[src/rtl/stream_reduce_pkg.sv]
// Shared types and constants for the frame reduction block.
package stream_reduce_pkg;

  // ACCUM collects beats of a frame, HOLD presents the finished result.
  typedef enum logic {
    ACCUM = 1'b0,
    HOLD  = 1'b1
  } state_t;

  // Identity values of the three folds, used at reset and between frames.
  localparam logic ACC_AND_INIT = 1'b1;
  localparam logic ACC_OR_INIT  = 1'b0;
  localparam logic ACC_XOR_INIT = 1'b0;

endpackage : stream_reduce_pkg

[src/rtl/word_reduce.sv]
// Combinational AND/OR/XOR reduction of a single beat.
module word_reduce #(
  parameter int WIDTH = 8
) (
  input  logic [WIDTH-1:0] data,
  output logic             r_and,
  output logic             r_or,
  output logic             r_xor
);

  assign r_and = &data;
  assign r_or  = |data;
  assign r_xor = ^data;

endmodule : word_reduce

[src/rtl/stream_reduce.sv]
// Folds every bit of every beat of a valid/ready frame into frame-level
// AND, OR and XOR results, with a saturating beat count and overflow flag.
module stream_reduce
  import stream_reduce_pkg::*;
#(
  parameter  int WIDTH     = 8,
  parameter  int MAX_BEATS = 16,
  localparam int CNT_W     = $clog2(MAX_BEATS + 1)
) (
  input  logic             clk,
  input  logic             rst_n,
  input  logic             clr,
  input  logic             in_valid,
  output logic             in_ready,
  input  logic [WIDTH-1:0] in_data,
  input  logic             in_last,
  output logic             out_valid,
  input  logic             out_ready,
  output logic             out_and,
  output logic             out_or,
  output logic             out_xor,
  output logic [CNT_W-1:0] out_beats,
  output logic             out_overflow
);

  localparam logic [CNT_W-1:0] MAX_CNT = CNT_W'(MAX_BEATS);

  state_t           state_q, state_d;
  logic             accAnd_q, accAnd_d;
  logic             accOr_q, accOr_d;
  logic             accXor_q, accXor_d;
  logic [CNT_W-1:0] cnt_q, cnt_d;
  logic             ovf_q, ovf_d;
  logic             outAnd_q, outAnd_d;
  logic             outOr_q, outOr_d;
  logic             outXor_q, outXor_d;
  logic [CNT_W-1:0] outBeats_q, outBeats_d;
  logic             outOvf_q, outOvf_d;

  logic             beatAnd, beatOr, beatXor;
  logic             accept, atLimit, frameDone;
  logic             foldAnd, foldOr, foldXor, foldOvf;
  logic [CNT_W-1:0] cntSat;

  word_reduce #(
    .WIDTH(WIDTH)
  ) u_word_reduce (
    .data (in_data),
    .r_and(beatAnd),
    .r_or (beatOr),
    .r_xor(beatXor)
  );

  assign accept    = in_valid && in_ready;
  assign frameDone = accept && in_last && !clr;
  assign atLimit   = (cnt_q == MAX_CNT);
  assign cntSat    = atLimit ? cnt_q : cnt_q + CNT_W'(1);
  assign foldAnd   = accAnd_q & beatAnd;
  assign foldOr    = accOr_q | beatOr;
  assign foldXor   = accXor_q ^ beatXor;
  assign foldOvf   = ovf_q | atLimit;

  // State register; reset drops any partial frame or held result at once.
  always_ff @(posedge clk or negedge rst_n) begin
    if (!rst_n) state_q <= ACCUM;
    else        state_q <= state_d;
  end

  // Next state: a last beat moves to HOLD, the output handshake returns to ACCUM, clr wins over both.
  always_comb begin
    state_d = state_q;
    if (clr) begin
      state_d = ACCUM;
    end else begin
      case (state_q)
        ACCUM:   if (accept && in_last) state_d = HOLD;
        HOLD:    if (out_ready)         state_d = ACCUM;
        default: state_d = ACCUM;
      endcase
    end
  end

  // Handshake outputs depend on state only, so there is no ready-to-ready path.
  always_comb begin
    in_ready  = (state_q == ACCUM);
    out_valid = (state_q == HOLD);
  end

  // Accumulator next values: restart on clr or frame end, otherwise fold the accepted beat in.
  always_comb begin
    accAnd_d = accAnd_q;
    accOr_d  = accOr_q;
    accXor_d = accXor_q;
    cnt_d    = cnt_q;
    ovf_d    = ovf_q;
    if (clr || (accept && in_last)) begin
      accAnd_d = ACC_AND_INIT;
      accOr_d  = ACC_OR_INIT;
      accXor_d = ACC_XOR_INIT;
      cnt_d    = '0;
      ovf_d    = 1'b0;
    end else if (accept) begin
      accAnd_d = foldAnd;
      accOr_d  = foldOr;
      accXor_d = foldXor;
      cnt_d    = cntSat;
      ovf_d    = foldOvf;
    end
  end

  // Result next values: capture the folds including the last beat; otherwise keep the old result.
  always_comb begin
    outAnd_d   = outAnd_q;
    outOr_d    = outOr_q;
    outXor_d   = outXor_q;
    outBeats_d = outBeats_q;
    outOvf_d   = outOvf_q;
    if (frameDone) begin
      outAnd_d   = foldAnd;
      outOr_d    = foldOr;
      outXor_d   = foldXor;
      outBeats_d = cntSat;
      outOvf_d   = foldOvf;
    end
  end

  // Accumulator and result registers.
  always_ff @(posedge clk or negedge rst_n) begin
    if (!rst_n) begin
      accAnd_q   <= ACC_AND_INIT;
      accOr_q    <= ACC_OR_INIT;
      accXor_q   <= ACC_XOR_INIT;
      cnt_q      <= '0;
      ovf_q      <= 1'b0;
      outAnd_q   <= 1'b0;
      outOr_q    <= 1'b0;
      outXor_q   <= 1'b0;
      outBeats_q <= '0;
      outOvf_q   <= 1'b0;
    end else begin
      accAnd_q   <= accAnd_d;
      accOr_q    <= accOr_d;
      accXor_q   <= accXor_d;
      cnt_q      <= cnt_d;
      ovf_q      <= ovf_d;
      outAnd_q   <= outAnd_d;
      outOr_q    <= outOr_d;
      outXor_q   <= outXor_d;
      outBeats_q <= outBeats_d;
      outOvf_q   <= outOvf_d;
    end
  end

  assign out_and      = outAnd_q;
  assign out_or       = outOr_q;
  assign out_xor      = outXor_q;
  assign out_beats    = outBeats_q;
  assign out_overflow = outOvf_q;

endmodule : stream_reduce

[config.mk]
export PLATFORM = sky130hd
export DESIGN_NAME = stream_reduce
export DESIGN_NICKNAME = d
export VERILOG_FILES = /design/src/rtl/stream_reduce_pkg.sv /design/src/rtl/word_reduce.sv /design/src/rtl/stream_reduce.sv
export SDC_FILE = /design/constraint.sdc
export NUM_CORES = 1
export LEC_CHECK = 0
export CORE_ASPECT_RATIO = 0.6
export CORE_MARGIN = 3
export CORE_UTILIZATION = 48
export CTS_CLUSTER_DIAMETER = 80
export DETAILED_ROUTE_END_ITERATION = 10
export GPL_TIMING_DRIVEN = 0
export PLACE_DENSITY = 0.8
export RECOVER_POWER = 50
export SLEW_MARGIN = 40
export SYNTH_ARGS = -nofsm -noshare
export SYNTH_HDL_FRONTEND = slang
export SYNTH_SLANG_ARGS = --single-unit
export TNS_END_PERCENT = 50
[constraint.sdc]
create_clock -name clk -period 2.1 [get_ports clk]
set_input_delay 0.42 -clock clk [delete_from_list [all_inputs] [get_ports clk]]
set_output_delay 0.42 -clock clk [all_outputs]
set_load 0.005 [all_outputs]
==> flow_summary.toml, run 1 <==
[grt]
grt_pass1_wl_um = 4130
track_usage_pct = 20.2
antenna_found_initial = 0
grt_pass1_vias = 861
grt.overflow.total = 0
grt_max_degree = 20

[layout]
num-fill-cells = 168
final_nets = 161
mostFrequentLayoutCells = "clkdlybuf4s50_1, nand2_1, dfrtp_1"
diodes = 0
drive_gt1_share_pct = 5.88
area_delta_synth_final_pct = 28.3
final_common_cell = "clkdlybuf4s50_1"
final_area_um2 = 1350
final_cells = 164

[yosys]
synth_edf_count = 0
ys_seq_elements = 19
syn_area_per_cell_um2 = 9.71
async_flop_share_pct = 100
synth_cells = 108
synth_ff_type = "dfrtp_1"
seq_area_frac_synth_pct = 45.5
syn_nets = 132
syn_area_um2 = 1050
yosys_warnings = 0
synth.distinct_cells = 29

[place]
dp_cells = 160
hpwl_um = 1930
port_buffers = 24
place_area_um2 = 1320
gp_congestion = 0.781

[route]
drc = 0
ant_nets = 0
drt-total-wl_um = 2370
drt_iter0_markers = 88
vias = 850
viasPerCell = 5.18
dr.pass1.iters = 4
wire_per_inst_um = 14.4

[sta]
fmax_mhz = 524
fin_crit_ns = 1.91
tightest_slew_ns = 1.01
fin_skew_ns = 0.0147
final-hold-violation-count = 0
finalSetupViolCount = 0
rsz0062_at_grt = "false"
period_share_pct = 90.9
slew_headroom_pct = 32.4
slew_viol_final = 0

[pwr]
pwr_density_cell_nw_per_um2 = 683
peakVddDrop_mv = 0.379
p_leak_nw = 0.636

[floorplanning]
core_um2 = 1950
die-area_um2 = 2800
rows = 12
die_y_um = 42.2
io_pins = 25
start_util_pct = 53.7
die_x_um = 66.3

[setup_path]
path_max_fanout = 7
start_kind = "input pin"
crit_slowest_cell = "dlygate4sd3_1"
crit_required_ns = 2.31
cp_num_cells = 4
cpPeakStageDelay_ns = 0.64
crit_chain = "dlygate4sd3_1 -> or4b_4 -> or2_1 -> a31oi_1"
path_buf_inv = 1
worst-r2r-cell-count = 6
cp-end-kind = "register"
critPathTopFamily = "simple AND/OR/NAND/NOR gates"
cp.arrival_ns = 2.12
worst-setup-path-type = "input pin to register"

[clocking]
numCtsBuffers = 3
cts-hold-fix-buffers = 0
htreeDepth = 1
clock_sink_count = 19
clk_latency_ns = 0.30
cts_max_path_buffers = 2
cts-resized-gates = 0
clk_pin_slew_ns = 0.11
ctsRootBufferMaster = "clkbuf_4"
cts_tree = "built"
postCtsSetupBuffers = 0

[run]
cap_violations = 0

[hold_path]
min_path_type = "input pin to asynchronous set/reset pin"

[status]
status = "complete, no violations"
## synth_stat cells, types with 2 or more instances
cell      number  area (um2)
inv_1         11        41.3
ha_1          10         125
a21oi_1        3        15.0
o22a_1         2        17.5
dfrtp_1       18         450
o31ai_1        3        22.5
o21ai_0       10        50.1
xor2_1         3        26.3
xnor2_1        5        43.8
nand2_1       18        67.6
nor2_1         3        11.3
nand2b_1       2        12.5
nand3_1        3        15.0
and2_1         2        12.5
## state kept, by name, summed over array words and instances, names as in the netlist
name and cells:
cnt_q 5, out_beats 5, accAnd_q 1, accOr_q 1, accXor_q 1, out_and 1
out_or 1, out_overflow 1, out_valid 1, out_xor 1, ovf_q 1
## metal layers
| layer | up-vias | routed length [um] | share of wire [%] | GRT usage (%) |
|---|---|---|---|---|
| li1 | 416 | - | - | - |
| met1 | 410 | 1110 | 47 | 27.7 |
| met2 | 22 | 1100 | 47 | 29.8 |
| met3 | 2 | 137 | 5.8 | 6.70 |
| met4 | 0 | 16 | 0.68 | 6.48 |
| met5 | - | 0 | 0 | 0 |
## area by class of cell
| cell class | instances | area (um2) | share of cell area, % |
|---|---|---|---|
| Sequential cell | 19 | 477 | 35.4 |
| Timing Repair Buffer | 24 | 234 | 17.4 |
| Inverter | 11 | 41.3 | 3.07 |
| Buffer | 2 | 8.76 | 0.651 |
| Multi-Input combinational cell | 76 | 522 | 38.8 |
| Tap cell | 28 | 35.0 | 2.60 |
| Clock inverter | 1 | 5.00 | 0.372 |
| Clock buffer | 3 | 22.5 | 1.67 |
## kinds of logic after synthesis
| logic type | share of synthesized area [%] |
|---|---|
| flops | 45.5 |
| xor+xnor | 6.68 |
| fa+ha+maj | 11.9 |
| simple gates | 19.2 |
| buf+inv | 4.77 |
| compound gates | 11.9 |
## path summary, 6_finish.rpt
check                                from            to  slack, ns
worst min register to register     out_or        out_or       0.49
worst max-delay path                  clr      accXor_q       0.19
worst max register to register  out_valid  out_beats[4]       0.39
max in group asynchronous           rst_n      cnt_q[2]       1.22
min in group clk                   out_or        out_or       0.49
worst min-delay path                rst_n  out_beats[3]       0.25
## power by group
| group | internal, W | switching [W] |
|---|---|---|
| clock network | 0.0000710 | 0.000113 |
| registers | 0.000421 | 0.0000412 |
| logic | 0.000149 | 0.000123 |
| total | 0.000641 | 0.000277 |
## stage by stage
step	TNS, ns	utilization (%)	setup WS, ns	hold slack [ns]	power (W)
after detailed placement	-0.0643	67.8	-0.0349	0.465	0.000744
after global routing	0	68.9	0.174	0.312	0.000992
after CTS	0	69.2	0.258	0.491	0.000928
after floorplan	0	-	0.601	0.124	0.000598
after global placement	0	67.8	0.0220	0.457	0.000731
final	0	68.9	0.192	0.253	0.000918
(Power assumes the default switching activity.)
==> inputs of run 2 (changes only) <==
--- a/config.mk
+++ b/config.mk
@@ -6,7 +6,8 @@
 export NUM_CORES = 1
 export LEC_CHECK = 0
+export ABC_AREA = 1
 export CORE_ASPECT_RATIO = 0.6
 export CORE_MARGIN = 3
-export CORE_UTILIZATION = 48
+export CORE_UTILIZATION = 49
 export CTS_CLUSTER_DIAMETER = 80
 export DETAILED_ROUTE_END_ITERATION = 10
==> constraint.sdc (replaced) <==
create_clock -name clk -period 2.1 [get_ports clk]
set_input_delay 0.42 -clock clk [delete_from_list [all_inputs] [get_ports clk]]
set_output_delay 0.42 -clock clk [all_outputs]
set_load 0.02 [all_outputs]
==> run 2 against run 1 <==
Against the previous run:
- design area grew 4.7%
- clock skew shrank 0.011 ns
- register-to-register slack gained 0.33 ns
- wire length grew 0.89%
- via count grew 8.5%
- fmax grew 4.0%
- clock power grew 39%
- sequential cell count is the same
- combinational power shrank 17%
- sequential power shrank 9.7%
- final cell count grew 13%
==> flow_summary.toml, run 2 <==
[clocking]
numCtsBuffers = 3
cts_tree = "built"
htreeDepth = 1
cts_max_path_buffers = 2
clk_latency_ns = 0.26
ctsRootBufferMaster = "clkbuf_8"
cts-resized-gates = 0
clk_pin_slew_ns = 0.07
clock_sink_count = 19
cts-hold-fix-buffers = 0
postCtsSetupBuffers = 0

[layout]
diodes = 0
drive_gt1_share_pct = 10.2
fin_util_pct = 71.0
num-fill-cells = 154
final_cells = 185
final_area_um2 = 1410
final_nets = 182
final_common_cell = "nand2_1"
area_delta_synth_final_pct = 28.7
mostFrequentLayoutCells = "nand2_1, inv_1, clkdlybuf4s50_1"

[setup_path]
start_kind = "register"
cpPeakStageDelay_ns = 0.61
r2r_slack_ns = 0.72
crit_chain = "inv_1 -> clkdlybuf4s50_1"
cp-end-kind = "output port"
cp.arrival_ns = 1.41
path_max_fanout = 3
crit_required_ns = 1.68
crit_slowest_cell = "clkdlybuf4s50_1"
critPathTopFamily = "buffers and inverters"
path_buf_inv = 2
worst-setup-path-type = "register to output port"

[pwr]
pwr_density_cell_nw_per_um2 = 637
p_leak_nw = 0.717
peakVddDrop_mv = 0.509

[route]
viasPerCell = 4.98
dr.pass1.iters = 4
vias = 922
drt-total-wl_um = 2390
drc = 0
drt_iter0_markers = 72
wire_per_inst_um = 12.9
ant_nets = 0

[grt]
grt_pass1_wl_um = 4020
antenna_found_initial = 0
track_usage_pct = 19.1
met2_usage_pct = 31.1
grt_max_degree = 20
grt.overflow.total = 0
grt_use_met3_pct = 5.63
use_met1_pct = 25.4
busiest_layer = "met2"
grt_pass1_vias = 909

[place]
port_buffers = 24
hpwl_um = 1820
gp_congestion = 0.806
place_area_um2 = 1370
dp_cells = 181

[yosys]
syn_area_um2 = 1090
syn_nets = 153
syn_area_per_cell_um2 = 8.48
ys_seq_elements = 19
async_flop_share_pct = 100
synth.most_common_cell = "nand2_1"
yosys_warnings = 0
synth_cells = 129
synth_edf_count = 0
synthTopCellsByCount = "nand2_1, inv_1, dfrtp_1, ha_1"
seq_area_frac_synth_pct = 43.6
synth_area_leaders = "dfrtp_1, nand2_1, ha_1"
synth_top_area_share_pct = 41.2
synth_ff_type = "dfrtp_1"
synth_area_leader_cell = "dfrtp_1"
synth.distinct_cells = 23

[status]
status = "complete, no violations"

[sta]
fin_crit_ns = 1.83
tns_ns = 0
slew_viol_final = 0
period_share_pct = 87.4
whs_ns = 0.322
slew_headroom_pct = 30.4
finalSetupViolCount = 0
final-hold-violation-count = 0
tightest_slew_ns = 1.04
fmax_mhz = 545
rsz0062_at_grt = "false"
fin_skew_ns = 0.00342

[floorplanning]
die_y_um = 42.6
start_util_pct = 55.2
rows = 12
core_um2 = 1980
die-area_um2 = 2850
io_pins = 25
die_x_um = 67.0

[run]
cap_violations = 0

[hold_path]
min_path_type = "input pin to asynchronous set/reset pin"
-- run 2: final timing paths --
| check | start | to | cells after the start |
|---|---|---|---|
| setup reg to reg | cnt_q[0] | cnt_q[2] | 5 |
| hold reg to reg | out_or | out_or | 2 |
| min in group clk | out_or | out_or | 2 |
| setup / recovery | out_valid | in_ready | 2 |
| hold / removal | rst_n | out_beats[0] | 1 |
| max in group asynchronous | rst_n | out_xor | 1 |
-- run 2: cell type report --
class	instances	area, um2	share of cell area (%)
Timing Repair Buffer	24	234	16.6
Tap cell	28	35.0	2.49
Inverter	26	100	7.11
Clock buffer	4	45.0	3.20
Sequential cell	19	477	33.9
Multi-Input combinational cell	84	517	36.7
-- run 2: cell families (layout without fill, tap and decap cells) --
logic type                 after synthesis  count (layout)  share of synthesized area [%]
and+or+nand+nor                         58              58                           25.1
buffers and inverters                   26              54                           9.15
xor gates and xnor gates                 3               3                           2.40
AOI/OAI and AO/OA                       13              13                           8.35
adders and majority gates               10              10                           11.4
DFF                                     19              19                           43.6
-- run 2: metrics by stage --
stage               setup WS, ns  power [W]
floorplan                  0.802   0.000539
global placement           0.253   0.000644
detailed placement         0.195   0.000652
CTS                        0.261   0.000908
global route               0.222   0.000941
finish                     0.265   0.000897
-- run 2: routing by layer --
metal / part of all wire, % / up-vias / wire length [um]
met4: 0.79 / 0 / 19
met1: 44 / 423 / 1060
met5: 0 / - / 0
li1: - / 460 / -
met3: 9.1 / 5 / 218
met2: 46 / 34 / 1090
-- run 2: report_power, final --
group          total, W  switching (W)  internal [W]  leakage, nW
clock          0.000255       0.000120      0.000135       0.0228
sequential     0.000417      0.0000192      0.000398        0.250
combinational  0.000225       0.000122      0.000103        0.445
total          0.000897       0.000261      0.000636        0.717
==> inputs of run 3 (changes only) <==
TNS_END_PERCENT = 10   (was 50)
==> results of run 3 <==
No change in the layout: final DEF, timing and power equal those of run 2.
